[src/rtl/uart_rx_ctrl.sv]
// rtl/uart_rx_ctrl.sv - UART receive controller: baud divisor sequencing, rx byte FIFO, overrun and idle timeout
module uart_rx_ctrl #(
  parameter int WIDTH      = 10,
  parameter int DBIT       = 8,
  parameter int DEPTH      = 4,
  parameter int IDLE_TICKS = 160
) (
  input  logic             clk,
  input  logic             rst_n,
  input  logic             cfg_en,
  input  logic             cfg_wr,
  input  logic [WIDTH-1:0] cfg_divisor,
  input  logic             s_tick,
  input  logic             rx_done_tick,
  input  logic [DBIT-1:0]  rx_dout,
  output logic [WIDTH-1:0] final_value,
  output logic             enable,
  output logic             rd_valid,
  output logic [DBIT-1:0]  rd_data,
  input  logic             rd_ready,
  input  logic             ovr_clr,
  output logic             overrun,
  output logic             idle_timeout,
  output logic             busy
);

  localparam int AW = (DEPTH > 1) ? $clog2(DEPTH) : 1;
  localparam int CW = $clog2(IDLE_TICKS + 1);
  localparam logic [CW-1:0] IDLE_MAX  = CW'(IDLE_TICKS);
  localparam logic [CW-1:0] IDLE_LAST = CW'(IDLE_TICKS - 1);

  typedef enum logic [1:0] {ST_OFF, ST_RUN, ST_RECONF} state_e;

  state_e           state_q, state_d;
  logic [WIDTH-1:0] shadow_q, shadow_d;
  logic [WIDTH-1:0] fv_q, fv_d;
  logic             rc_cnt_q, rc_cnt_d;
  logic             enable_q, busy_q;

  logic [DBIT-1:0]  mem_q [DEPTH];
  logic [AW:0]      wr_ptr_q, wr_ptr_d;
  logic [AW:0]      rd_ptr_q, rd_ptr_d;
  logic             fifo_empty, fifo_full;
  logic             push, pop, push_ok, drop;
  logic             overrun_q, overrun_d;

  logic [CW-1:0]    tmo_cnt_q, tmo_cnt_d;
  logic             armed_q, armed_d;
  logic             reach;
  logic             idle_q, idle_d;

  // Divisor sequencing: a run-time divisor change holds the generator off for two cycles
  always_comb begin
    state_d  = state_q;
    shadow_d = shadow_q;
    fv_d     = fv_q;
    rc_cnt_d = rc_cnt_q;
    unique case (state_q)
      ST_OFF: begin
        if (cfg_wr) begin
          fv_d     = cfg_divisor;
          shadow_d = cfg_divisor;
        end
        if (cfg_en) state_d = ST_RUN;
      end
      ST_RUN: begin
        if (!cfg_en) begin
          state_d = ST_OFF;
          if (cfg_wr) begin
            fv_d     = cfg_divisor;
            shadow_d = cfg_divisor;
          end
        end else if (cfg_wr) begin
          state_d  = ST_RECONF;
          shadow_d = cfg_divisor;
          fv_d     = cfg_divisor;
          rc_cnt_d = 1'b0;
        end
      end
      ST_RECONF: begin
        if (cfg_wr) begin
          shadow_d = cfg_divisor;
          fv_d     = cfg_divisor;
          rc_cnt_d = 1'b0;
        end else if (rc_cnt_q) begin
          state_d  = cfg_en ? ST_RUN : ST_OFF;
          rc_cnt_d = 1'b0;
        end else begin
          rc_cnt_d = 1'b1;
        end
      end
      default: state_d = ST_OFF;
    endcase
  end

  assign fifo_empty = (wr_ptr_q == rd_ptr_q);
  assign fifo_full  = (wr_ptr_q[AW] != rd_ptr_q[AW]) &&
                      (wr_ptr_q[AW-1:0] == rd_ptr_q[AW-1:0]);
  assign push       = rx_done_tick && (state_q == ST_RUN);
  assign pop        = !fifo_empty && rd_ready;
  // When full, a simultaneous pop frees the slot being written this edge
  assign push_ok    = push && (!fifo_full || pop);
  assign drop       = push && fifo_full && !pop;
  assign wr_ptr_d   = push_ok ? wr_ptr_q + 1'b1 : wr_ptr_q;
  assign rd_ptr_d   = pop ? rd_ptr_q + 1'b1 : rd_ptr_q;
  assign overrun_d  = drop ? 1'b1 : (ovr_clr ? 1'b0 : overrun_q);

  always_comb begin
    tmo_cnt_d = tmo_cnt_q;
    reach     = 1'b0;
    if (rx_done_tick || (state_q != ST_RUN)) begin
      tmo_cnt_d = '0;
    end else if (s_tick && (tmo_cnt_q != IDLE_MAX)) begin
      tmo_cnt_d = tmo_cnt_q + 1'b1;
      reach     = (tmo_cnt_q == IDLE_LAST);
    end
  end

  assign armed_d = rx_done_tick ? 1'b1 : (reach ? 1'b0 : armed_q);
  assign idle_d  = reach && armed_q && !fifo_empty;

  always_ff @(posedge clk) begin
    if (rst_n) begin
      state_q   <= ST_OFF;
      shadow_q  <= '0;
      fv_q      <= '0;
      rc_cnt_q  <= 1'b0;
      enable_q  <= 1'b0;
      busy_q    <= 1'b0;
      wr_ptr_q  <= '0;
      rd_ptr_q  <= '0;
      overrun_q <= 1'b0;
      tmo_cnt_q <= '0;
      armed_q   <= 1'b0;
      idle_q    <= 1'b0;
    end else begin
      state_q   <= state_d;
      shadow_q  <= shadow_d;
      fv_q      <= fv_d;
      rc_cnt_q  <= rc_cnt_d;
      enable_q  <= (state_d == ST_RUN);
      busy_q    <= (state_d == ST_RECONF);
      wr_ptr_q  <= wr_ptr_d;
      rd_ptr_q  <= rd_ptr_d;
      overrun_q <= overrun_d;
      tmo_cnt_q <= tmo_cnt_d;
      armed_q   <= armed_d;
      idle_q    <= idle_d;
    end
  end

  always_ff @(posedge clk) begin
    if (!rst_n && push_ok) mem_q[wr_ptr_q[AW-1:0]] <= rx_dout;
  end

  assign final_value  = fv_q;
  assign enable       = enable_q;
  assign busy         = busy_q;
  assign overrun      = overrun_q;
  assign idle_timeout = idle_q;
  assign rd_valid     = !fifo_empty;
  assign rd_data      = fifo_empty ? '0 : mem_q[rd_ptr_q[AW-1:0]];

endmodule

[config.mk]
export PLATFORM = sky130hd
export DESIGN_NAME = uart_rx_ctrl
export DESIGN_NICKNAME = d
export VERILOG_FILES = /design/src/rtl/uart_rx_ctrl.sv
export SDC_FILE = /design/constraint.sdc
export NUM_CORES = 1
export LEC_CHECK = 0
export ABC_AREA = 1
export BUFFER_PORTS_ARGS = -buffer_cell sky130_fd_sc_hd__buf_4
export CAP_MARGIN = 30
export CORE_UTILIZATION = 50
export CTS_CLUSTER_DIAMETER = 50
export DETAILED_ROUTE_END_ITERATION = 10
export HOLD_SLACK_MARGIN = 0.06
export PLACE_DENSITY = 0.75
export SETUP_SLACK_MARGIN = 0.5
export SYNTH_ARGS = -nofsm -noshare
export SYNTH_HDL_FRONTEND = slang
export SYNTH_SLANG_ARGS = --single-unit
export TNS_END_PERCENT = 50
[constraint.sdc]
create_clock -name clk -period 1.9 [get_ports clk]
set_clock_uncertainty 0.2 [all_clocks]
set_input_delay 0.57 -clock clk [delete_from_list [all_inputs] [get_ports clk]]
set_output_delay 0.57 -clock clk [all_outputs]
set_load 0.02 [all_outputs]
==> impl_metrics.json <==
{
  "status": "complete, but fails checks",
  "failed_checks": "negative setup slack",
  "nets": 419,
  "endpoint": "rd_data[2]",
  "start_kind": "flop",
  "synth_cell_types": 29,
  "crit_required_ps": 1130,
  "drc_errors": 0,
  "wl_per_cell_um": 14.1,
  "drive_above_1_share_pct": 47.6,
  "grt_max_degree": 17,
  "critical_path_class": "reg2out",
  "layout.cells.non_filler": 463,
  "num_rows": 27,
  "hpwl_mm": 3.90,
  "grt_pass1_wl_mm": 9.85,
  "fmax_mhz": 457,
  "viasPerCell": 5.11,
  "sw_frac_of_total_pct": 27.6,
  "placed_area_um2": 3560,
  "rr_startpoint": "wr_ptr_q[1]",
  "synthTopCellsByArea": "edfxtp_1 (33%), dfxtp_1 (23%), nand2_1 (6.9%)",
  "fp.coreArea_um2": 5540,
  "yosys_warnings": 0,
  "die_height_um": 78.1,
  "drt-pass1-iter-count": 4,
  "critPathMaxFanout": 16,
  "cp.arrival_ps": 1420,
  "yosysSeqAreaShare_pct": 56.7,
  "hold_violations": 0,
  "fin_ws_ps": -286,
  "final_util_pct": 75.4,
  "cap_violations": 0,
  "dpl_worst_slack_ps": 20.9,
  "stdcell_area_um2": 4180,
  "power.density_nw_per_um2": 835,
  "htreeDepth": 3,
  "power.share.clock_pct": 31.8,
  "gr-total-overflow": 0,
  "antenna_found_initial": 0,
  "drtIter0Drc": 108,
  "period_minus_slack_ps": 2190,
  "hold_buffers": 0,
  "rsz0062_at_grt": "true",
  "cts_buffer_depth": 2,
  "async_flop_share_pct": 0,
  "synth_top_cell_by_area": "edfxtp_1",
  "numCtsBuffers": 9,
  "syn_area_per_cell_um2": 9.43,
  "worstMarginPinSlew_ps": 260,
  "cts_root_buf": "clkbuf_8",
  "yosysTopAreaCellShare_pct": 33.2,
  "syn_to_final_growth_pct": 44.2,
  "num_io_pins": 49,
  "slew_headroom_pct": 82.6,
  "floorplan.initialDensity_pct": 52.3,
  "p_sw_mw": 0.964,
  "r2r_end": "mem_q[2][6]",
  "ys.flop_type": "dfxtp_1",
  "hold_depth": 1,
  "cp-end-kind": "output pin",
  "p_comb_share_pct": 23.1,
  "track_usage_pct": 21.3,
  "cts_tree": "done",
  "synthCells": 307,
  "final_min_period_over_clock_period_pct": 115,
  "port_buffers": 48,
  "synth-edff-count": 32,
  "drv_slew": 0,
  "p_seq_share_pct": 45.0,
  "drt.antenna.violating_nets": 0,
  "vias": 2364,
  "p_leak_nw": 1.66,
  "irDropWorstVdd_mv": 0.654,
  "setup_viol": 9,
  "p_int_mw": 2.52,
  "worstSkewPairLatency_ps": 340,
  "ys_seq_elements": 66,
  "die_area_um2": 6100,
  "grt_pass1_vias": 2228,
  "cts.sinks": 66,
  "min_path_type": "in2reg",
  "reg2reg_setup_slack_ps": 10,
  "antenna_cells": 0,
  "placedCellCount": 432,
  "synth_fp_nets": 340,
  "clkTransAtPathRegs_ps": 70,
  "synth_area_um2": 2900,
  "gp_congestion": 0.782,
  "reg2reg_depth": 10,
  "totalWireLength_mm": 6.51,
  "die-width_um": 78.1
}
[power groups by stage]
stage               logic [mW]  clock network [mW]  registers (mW)
detailed placement       0.596                   0            1.59
global placement         0.587                   0            1.59
CTS                      0.708                1.14            1.57
finish                   0.807                1.11            1.57
global route             0.861                1.18            1.57
floorplan                0.361                   0            1.60
[area by class of cell]
type	instances	area (um2)
Sequential cell	66	1680
Fill cell	380	1360
Multi-Input combinational cell	201	1330
Timing Repair Buffer	76	758
Inverter	32	141
Clock buffer	11	131
Tap cell	72	90.1
Clock inverter	5	55.1
[synth_stat cells, types with 2 or more instances]
master,count
nor2_4,2
mux2i_1,8
inv_1,29
nand3_1,15
nand2_2,5
xor2_1,3
nand3b_1,2
nand4_1,3
edfxtp_1,32
buf_2,3
inv_2,2
o21ai_0,21
a21oi_1,17
nor3b_1,4
nand2_4,5
nor3_1,3
nor2_1,41
ha_1,7
dfxtp_1,34
nand2_1,53
clkbuf_1,3
o22ai_1,8
[layer usage]
layer  part of all wire [%]  wire (um)  GRT usage [%]
met5                      0          0              0
met4                    1.9        121           12.0
met3                    4.8        314           5.81
met2                     52       3360           36.6
met1                     42       2720           23.8
[cells in the final DEF (no fill, tap or decap), types with 4 or more instances in the layout]
cell type,n
buf_4,40
nor3b_4,4
nand2_4,6
o21ai_1,4
buf_12,6
dfxtp_1,12
edfxtp_1,32
nand2_1,38
inv_1,14
clkbuf_8,9
inv_2,14
o22ai_1,5
nor2_1,31
nand2_2,17
o21ai_0,17
mux2i_1,5
dfxtp_2,19
buf_6,30
a21oi_1,16
nor2_2,10
ha_1,5
nand3_1,12
[state kept, by name, indices dropped and copies added, names as in the netlist, named ones only]
name	flops
wr_ptr_q	3
tmo_cnt_q	8
busy	1
overrun	1
rc_cnt_q	1
armed_q	1
enable	1
mem_q	32
state_q	2
rd_ptr_q	3
final_value	10
idle_timeout	1
[worst min path at each step]
stage | from | end | slack [ps]
6_report | rx_dout[0] | mem_q[3][0] | 220
5_1_grt | rx_dout[0] | mem_q[3][0] | 220
4_1_cts | rx_dout[0] | mem_q[3][0] | 210
3_5_place_dp | armed_q | idle_timeout | 250
3_3_place_gp | armed_q | idle_timeout | 250
2_1_floorplan | armed_q | idle_timeout | 240
[repair_timing]
item / in CTS / in global routing
setup buffers: 9 / 5
pin swaps: 23 / 17
cloned: 1 / 0
setup endpoints to repair: 72 / 84
gates resized for setup: 66 / 35
[kinds of logic (layout without fill, tap and decap cells)]
family / count (synthesis) / after routing / share of synthesized area (%)
mux: 8 / 8 / 2.76
buf+inv: 41 / 124 / 5.83
flops: 66 / 66 / 56.7
compound gates: 46 / 46 / 8.29
simple gates: 135 / 136 / 22.2
fa+ha+maj: 7 / 7 / 3.02
xor+xnor: 4 / 4 / 1.21
[critical path, stage by stage (launching register included)]
cell	delay, ps
dfxtp_2	360
buf_12	160
mux2i_1	240
o22ai_2	90
nand2_2	70
inv_2	30
buf_6	120
[metrics by stage]
stage	hold WS (ps)	total power [mW]	TNS (ps)
finish	224	3.49	-2390
global placement	247	2.18	0
CTS	213	3.42	-2370
detailed placement	252	2.19	0
floorplan	235	1.97	0
global route	216	3.62	-3710
Note: power is estimated with default switching activity, not from simulation.
